File: config.mk
export PLATFORM = sky130hd
export DESIGN_NAME = pong_rally_ctrl
export DESIGN_NICKNAME = d
export VERILOG_FILES = /design/src/rtl/pong_rally_ctrl.sv
export SDC_FILE = /design/constraint.sdc
export NUM_CORES = 1
export LEC_CHECK = 0
export ABC_AREA = 0
export BUFFER_PORTS_ARGS = -buffer_cell sky130_fd_sc_hd__buf_2
export CAP_MARGIN = 10
export CORE_AREA = 4 4 56 58
export CTS_CLUSTER_DIAMETER = 120
export DETAILED_ROUTE_END_ITERATION = 10
export DIE_AREA = 0 0 60 62
export GPL_TIMING_DRIVEN = 0
export PLACE_DENSITY = 0.75
export SYNTH_ARGS = -nofsm -noshare
export SYNTH_HDL_FRONTEND = slang
export SYNTH_SLANG_ARGS = --single-unit
File: constraint.sdc
create_clock -name clk_div -period 1.6 [get_ports clk_div]
set_input_delay 0.08 -clock clk_div [delete_from_list [all_inputs] [get_ports clk_div]]
set_output_delay 0.08 -clock clk_div [all_outputs]
set_load 0.03 [all_outputs]
File: src/rtl/pong_rally_ctrl.sv
// Rally/scoring controller for the Pong core: serve sequencing, goal detection, packed score.
// Optional build macro PONG_AUTO_SERVE_EN makes IDLE/GAME_OVER serve on their own after SERVE_DELAY frames.
module pong_rally_ctrl #(
    parameter int LEFT_GOAL   = 10,
    parameter int RIGHT_GOAL  = 630,
    parameter int WIN_SCORE   = 11,
    parameter int SERVE_DELAY = 30,
    parameter int POINT_HOLD  = 60,
    parameter int CNT_W       = 6
) (
    input  logic       clk_div,
    input  logic       rst_n,
    input  logic [9:0] ball_x_i,
    input  logic       serve_btn_i,
    output logic [7:0] score_o,
    output logic       ball_reset_o,
    output logic       ball_run_o,
    output logic       serve_dir_x_o,
    output logic       game_over_o,
    output logic       winner_o,
    output logic [2:0] state_o
);
    typedef enum logic [2:0] {
        S_IDLE      = 3'd0,
        S_SERVE     = 3'd1,
        S_RALLY     = 3'd2,
        S_POINT     = 3'd3,
        S_GAME_OVER = 3'd4
    } state_t;

`ifdef PONG_AUTO_SERVE_EN
    localparam logic AUTO = 1'b1;
`else
    localparam logic AUTO = 1'b0;
`endif

    localparam logic [CNT_W-1:0] SERVE_LAST = CNT_W'(SERVE_DELAY - 1);
    localparam logic [CNT_W-1:0] POINT_LAST = CNT_W'(POINT_HOLD - 1);
    localparam logic [3:0]       WIN        = 4'(WIN_SCORE);

    state_t           state_q, state_d;
    logic [CNT_W-1:0] cnt_q, cnt_d;
    logic [7:0]       score_q, score_d;
    logic             reset_q, reset_d;
    logic             run_q, run_d;
    logic             dir_q, dir_d;
    logic             go_q, go_d;
    logic             win_q, win_d;
    logic             btn_q;
    logic             serve_edge, auto_due;

    function automatic logic [3:0] sat_inc(input logic [3:0] v);
        return (v == 4'hF) ? v : v + 4'd1;
    endfunction

    assign serve_edge = serve_btn_i & ~btn_q;
    assign auto_due   = AUTO & (cnt_q == SERVE_LAST);

    always_comb begin
        state_d = state_q;
        cnt_d   = cnt_q;
        score_d = score_q;
        reset_d = 1'b0;
        run_d   = 1'b0;
        dir_d   = dir_q;
        go_d    = go_q;
        win_d   = win_q;
        case (state_q)
            S_IDLE: begin
                cnt_d = AUTO ? cnt_q + CNT_W'(1) : cnt_q;
                if (serve_edge || auto_due) begin
                    state_d = S_SERVE;
                    reset_d = 1'b1;
                    cnt_d   = '0;
                end
            end
            S_SERVE: begin
                cnt_d = cnt_q + CNT_W'(1);
                if (cnt_q == SERVE_LAST) begin
                    state_d = S_RALLY;
                    run_d   = 1'b1;
                    cnt_d   = '0;
                end
            end
            S_RALLY: begin
                run_d = 1'b1;
                // Left check first so a misconfigured overlap still scores one goal
                if (ball_x_i <= 10'(LEFT_GOAL)) begin
                    score_d[3:0] = sat_inc(score_q[3:0]);
                    dir_d        = 1'b0;
                    state_d      = S_POINT;
                    run_d        = 1'b0;
                    cnt_d        = '0;
                end else if (ball_x_i >= 10'(RIGHT_GOAL)) begin
                    score_d[7:4] = sat_inc(score_q[7:4]);
                    dir_d        = 1'b1;
                    state_d      = S_POINT;
                    run_d        = 1'b0;
                    cnt_d        = '0;
                end
            end
            S_POINT: begin
                cnt_d = cnt_q + CNT_W'(1);
                if (cnt_q == POINT_LAST) begin
                    cnt_d = '0;
                    if (score_q[3:0] == WIN || score_q[7:4] == WIN) begin
                        state_d = S_GAME_OVER;
                        go_d    = 1'b1;
                        win_d   = (score_q[3:0] == WIN);
                    end else begin
                        state_d = S_SERVE;
                        reset_d = 1'b1;
                    end
                end
            end
            S_GAME_OVER: begin
                cnt_d = AUTO ? cnt_q + CNT_W'(1) : cnt_q;
                if (serve_edge || auto_due) begin
                    score_d = '0;
                    go_d    = 1'b0;
                    dir_d   = 1'b1;
                    state_d = S_SERVE;
                    reset_d = 1'b1;
                    cnt_d   = '0;
                end
            end
            default: begin
                state_d = S_IDLE;
                cnt_d   = '0;
            end
        endcase
    end

    always_ff @(posedge clk_div) begin
        if (!rst_n) begin
            state_q <= S_IDLE;
            cnt_q   <= '0;
            score_q <= '0;
            reset_q <= 1'b0;
            run_q   <= 1'b0;
            dir_q   <= 1'b1;
            go_q    <= 1'b0;
            win_q   <= 1'b0;
            btn_q   <= 1'b0;
        end else begin
            state_q <= state_d;
            cnt_q   <= cnt_d;
            score_q <= score_d;
            reset_q <= reset_d;
            run_q   <= run_d;
            dir_q   <= dir_d;
            go_q    <= go_d;
            win_q   <= win_d;
            btn_q   <= serve_btn_i;
        end
    end

    assign score_o       = score_q;
    assign ball_reset_o  = reset_q;
    assign ball_run_o    = run_q;
    assign serve_dir_x_o = dir_q;
    assign game_over_o   = go_q;
    assign winner_o      = win_q;
    assign state_o       = state_q;
endmodule

; Word level (Yosys, flattened, before mapping)
; Cells that the tools add are included.
; W data, S select, Z words.
[word_totals]
register_bits = 23
latch_bits = 0
mem_bits_rw = 0
romBits = 0
output_inout_bits = 16
wordCells = 86
memories = 0
[op_classes]
addsub = 3
n_mul = 0
div_mod_pow = 0
n_lt_le_gt_ge = 2
n_eq_ne = 21
shifts = 0
mux = 36
bitwise = 2
n_reduce_logical = 12
[op_table]
columns = cell, n
row1 = $mux W6, 5
row2 = $pmux W6 S4, 1
row3 = $mux W4, 5
row4 = $mux W3, 6
row5 = $ne A2 B2 Y1 const B, 9
row6 = $eq A4 B4 Y1 const B, 4
row7 = $pmux W8 S2, 1
row8 = $mux W1, 12
row9 = $pmux W3 S4, 1
row10 = $reduce_and A4 Y1, 3
row11 = $ge A10 B10 Y1 const B, 1
row12 = $le A10 B4 Y1 const B, 1
row13 = $add A4 B1 Y4 const B, 2
row14 = $mux W8, 1
row15 = $pmux W1 S2, 4
row16 = $add A6 B1 Y6 const B, 1
row17 = $eq A3 B2 Y1 const B, 2
row18 = $eq A6 B5 Y1 const B, 1
row19 = $eq A6 B6 Y1 const B, 1
row20 = $reduce_and A3 Y1, 2
row21 = $reduce_and A5 Y1, 1
row22 = $reduce_bool A2 Y1, 2
row23 = $eq A3 B1 Y1 const B, 1
row24 = $eq A3 B3 Y1 const B, 1
row25 = other kinds (8), 8

; Longest topological paths before layout
[logic_depth]
ltp_word = 5
ltp_mapped = 6
mapped_depth_nobuf = 6

; Worst setup path after synthesis
; OpenSTA, ideal clock, no wires.
[synth_timing]
path_kind = reg2reg
start = register state_q[1] (netlist: state_o[1])
end = register dir_q (netlist: serve_dir_x_o)
setup_ns = 0.137
arrival_time_ns = 1.803
setup_slack_ns = -0.340
path_stages_with_launch = 6
path_buffers = 1
path_cell_list = dfxtp_1 buf_2 or3b_1 or3_2 a21oi_1 o21ai_0
[synth_between]
elab_chain_cells = 3
[synth_rtl]
columns = element, line_no
row1 = start: declaration, 41  ; state_t state_q, state_d;
row2 = start signal: assignment, 146  ; state_q <= state_d;
row3 = $eq A3 B2 Y1 or $eq A3 B3 Y1 (tied branches), 68  ; case (state_q)
row4 = $ne A3 B3 Y1 (no source line) (tied with other cells), n/a
row5 = $reduce_and A3 Y1 (no source line), n/a
row6 = end signal: assignment, 151  ; dir_q <= dir_d;
row7 = end: declaration, 46  ; logic dir_q, dir_d;
; Several ways; a longest one is shown, not always the timed one.
; A chain may end at the register's enable or synchronous reset.

; Worst setup path after layout
[layout_timing]
start = register state_q[1] (netlist: state_o[1])
end = register score_q[0] (netlist: score_o[0])
[layout_between]
elab_chain_cells = 3
[layout_rtl]
columns = element, line_no
row1 = $eq A3 B2 Y1 or $eq A3 B3 Y1 (tied branches), 68
row2 = $ne A2 B2 Y1 (no source line) or $reduce_bool A2 Y1 (tied branches), n/a
row3 = $reduce_and A4 Y1 (no source line), n/a
row4 = end signal: assignment, 148  ; score_q <= score_d;
row5 = end: declaration, 43  ; logic [7:0] score_q, score_d;
; Several ways; a longest one is shown, not always the timed one.

==> flow_metrics.env <==
export IMPL_root_buffer="clkbuf_4"
export IMPL_grt_use_total_pct=16.3
export IMPL_gp_congestion=0.818
export IMPL_final_max_slew_viol_count=0
export IMPL_critPathMaxFanout=7
export IMPL_power_leakage_nw=0.616
export IMPL_pwr_share_comb_pct=11.3
export IMPL_min_path_type="in2reg"
export IMPL_muxShareOfSynthArea_pct=0.846
export IMPL_status="complete, but fails checks"
export IMPL_post_synth_xor_area_fraction_pct=2.22
export IMPL_dr_total_vias=1154
export IMPL_wl_mm=2.77
export IMPL_ys_seq_area_share_pct=38.9
export IMPL_drt_iter0_markers=31
export IMPL_synth_seq_cells=23
export IMPL_synth_cells=145
export IMPL_min_path_cells=5
export IMPL_worstSetupPathType="reg2reg"
export IMPL_slew_headroom_pct=41.8
export IMPL_grt_pass1_vias=1101
export IMPL_overflow=0
export IMPL_avgSynthCellArea_um2=8.16
export IMPL_synth_edf_count=0
export IMPL_met2WireLength_mm=1.37
export IMPL_crit_path_start="state_o[1]"
export IMPL_wl_met3_um=116
export IMPL_numPortBuffers=28
export IMPL_async_flop_share_pct=0
export IMPL_area_delta_synth_final_pct=28.0
export IMPL_p_switching_mw=0.253
export IMPL_r2r_cells=5
export IMPL_firstDrtPassIters=4
export IMPL_setup_ws_ns=-0.184
export IMPL_layout_nets=199
export IMPL_clkTransAtPathRegs_ns=0.14
export IMPL_clockBufferDepth=2
export IMPL_worstMarginPinSlew_ns=0.864
export IMPL_chipHeight_um=62
export IMPL_grt_antenna_before_repair=0
export IMPL_routedWlPerCell_um=13.1
export IMPL_synth_main_ff_cell="dfxtp_1"
export IMPL_setup_viol=14
export IMPL_highest_layer="met4"
export IMPL_placed_area_um2=1400
export IMPL_antenna_cells=0
export IMPL_rsz0062_at_grt="yes"
export IMPL_met1_length_mm=1.26
export IMPL_drtAntennaViolNets=0
export IMPL_fin_crit_sh_pct=112
export IMPL_critPathCaptureType="flop"
export IMPL_final_util_pct=56.9
export IMPL_htree_levels=1
export IMPL_synth_compound_area_share_pct=20.5
export IMPL_power_density_nw_per_um2=641
export IMPL_p_int_mw=0.718
export IMPL_timing_rr_end="score_o[0]"
export IMPL_synth_cell_types=40
export IMPL_cts_sinks=23
export IMPL_synthAdderAreaFrac_pct=4.23
export IMPL_pin_count=29
export IMPL_cp_arrival_ns=2.04
export IMPL_clk_latency_ns=0.32
export IMPL_die_w_um=60
export IMPL_synth_nets=162
export IMPL_ir_worst_vdd_uv=484
export IMPL_fin_crit_ns=1.78
export IMPL_yosys_area_share_simple_pct=30.3
export IMPL_skew_ns=0.0132
export IMPL_required_ns=1.86
export IMPL_cap_violations=0
export IMPL_pwr_share_clk_pct=28.5
export IMPL_numCtsBuffers=3
export IMPL_grt_start_max_net_pins=15
export IMPL_drc=0
export IMPL_yosys_warnings=0
export IMPL_violations="setup timing"
export IMPL_drive_gt1_share_pct=33.7
export IMPL_seq_power_share_pct=60.2
export IMPL_routed_via_density=5.44
export IMPL_hpwl_mm=2.08
export IMPL_fmax_mhz=560
export IMPL_start_util_pct=44.5
export IMPL_endpoint="score_o[0]"
export IMPL_hold_violations=0
export IMPL_core_um2=2660
export IMPL_grt_pass1_wl_mm=4.73
export IMPL_critPathLaunchType="flop"
export IMPL_num_rows=19
export IMPL_p_sw_share_pct=26.1
export IMPL_post_route_cell_area_um2=1520
export IMPL_cts_tree="done"
export IMPL_r2r_start="state_o[1]"
export IMPL_synth_top_family_by_area="simple AND/OR/NAND/NOR gates"
export IMPL_rrSetupSlack_ns=-0.18
export IMPL_finalPower_mw=0.972
export IMPL_die_area_um2=3720
export IMPL_synth_area_um2=1180
-- placed cells by master (no fill, tap or decap), types with 3 or more instances in the layout --
cell type / Yosys / layout
buf_2: 1 / 28
dfxtp_1: 23 / 17
nor2_1: 15 / 15
nand2_1: 14 / 13
o21ai_0: 13 / 11
a21oi_1: 11 / 9
nand3_1: 10 / 9
inv_1: 6 / 6
nand4_1: 3 / 3
nor2b_1: 3 / 3
nand2b_1: 3 / 3
and3_1: 3 / 3
or3_1: 3 / 3
xor2_1: 3 / 3
ha_1: 4 / 3
clkbuf_4: 0 / 3
dfxtp_2: 0 / 3
buf_4: 0 / 3
dfxtp_4: 0 / 3
-- flip-flops by register name, summed over array words and instances, names as in the netlist --
register / flops
score_o: 8
btn_q: 1
game_over_o: 1
serve_dir_x_o: 1
ball_reset_o: 1
cnt_q: 6
ball_run_o: 1
winner_o: 1
state_o: 3
-- per-layer routing --
layer | global-route usage, % | up-vias
met5 | 0 | -
met4 | 3.80 | 0
met3 | 3.93 | 5
met2 | 28.4 | 20
met1 | 20.4 | 534
li1 | - | 595
-- synthesized netlist by cell type, drive strengths merged, types with 2 or more instances --
library cell	count	area [um^2]
a21oi	11	55.1
a31oi	2	12.5
and2	3	20.0
and3	4	26.3
clkbuf	2	7.51
dfxtp	23	460
ha	4	50.1
inv	6	22.5
nand2	14	52.6
nand2b	3	18.8
nand3	10	50.1
nand4	3	18.8
nor2	15	56.3
nor2b	3	18.8
nor3	3	15.0
o21ai	13	65.1
or3	4	26.3
or3b	2	17.5
xor2	3	26.3
-- worst min-delay path by stage --
stage                           start       end  slack (ns)
after floorplan           serve_btn_i     btn_q        0.20
after global placement    serve_btn_i     btn_q        0.31
after detailed placement  serve_btn_i     btn_q        0.32
after CTS                       rst_n  cnt_q[5]        0.14
after global routing            rst_n  cnt_q[5]        0.15
final                           rst_n  cnt_q[5]        0.15
-- logic make-up after synthesis --
| kind of cell | after synthesis |
|---|---|
| compound gates | 37 |
| xor+xnor | 3 |
| fa+ha+maj | 4 |
| buf+inv | 9 |
| flops | 23 |
| mux | 1 |
| simple gates | 68 |
-- metrics by stage --
step | hold WS, ns | TNS (ns) | instances | setup WS [ns]
after CTS | 0.142 | -1.36 | 210 | -0.193
after global routing | 0.148 | -3.08 | 212 | -0.267
after global placement | 0.305 | -1.96 | 204 | -0.218
final | 0.147 | -1.62 | 212 | -0.184
after detailed placement | 0.316 | -2.61 | 204 | -0.259
after floorplan | 0.202 | -0.671 | 145 | -0.113
-- timing repair --
action,CTS,global route
hold buffers,1,0
pin swaps,3,2
endpoints found under the hold margin,1,0
setup buffers,1,2
setup endpoints to repair,18,20
gates resized for setup,9,6
-- worst max-delay path, stage by stage, from the launching register on --
cell	delay [ns]
dfxtp_4	0.37
or4bb_1	0.49
a21oi_2	0.22
o211ai_2	0.18
or3_1	0.34
a21oi_1	0.14
-- cell type report --
cell class,count,area [um^2]
Timing Repair Buffer,32,173
Multi-Input combinational cell,113,748
Sequential cell,23,475
Fill cell,240,1150
Buffer,3,28.8
Clock buffer,3,22.5
Tap cell,31,38.8
Inverter,6,22.5
Clock inverter,1,6.26
-- power by group through the flow --
stage	Clock (mW)	Combinational (mW)	Sequential (mW)
CTS	0.279	0.107	0.585
global placement	0	0.0988	0.597
finish	0.277	0.109	0.585
detailed placement	0	0.102	0.597
floorplan	0	0.0567	0.604
global route	0.314	0.121	0.587
No activity file was read; power rests on OpenSTA's default activity.
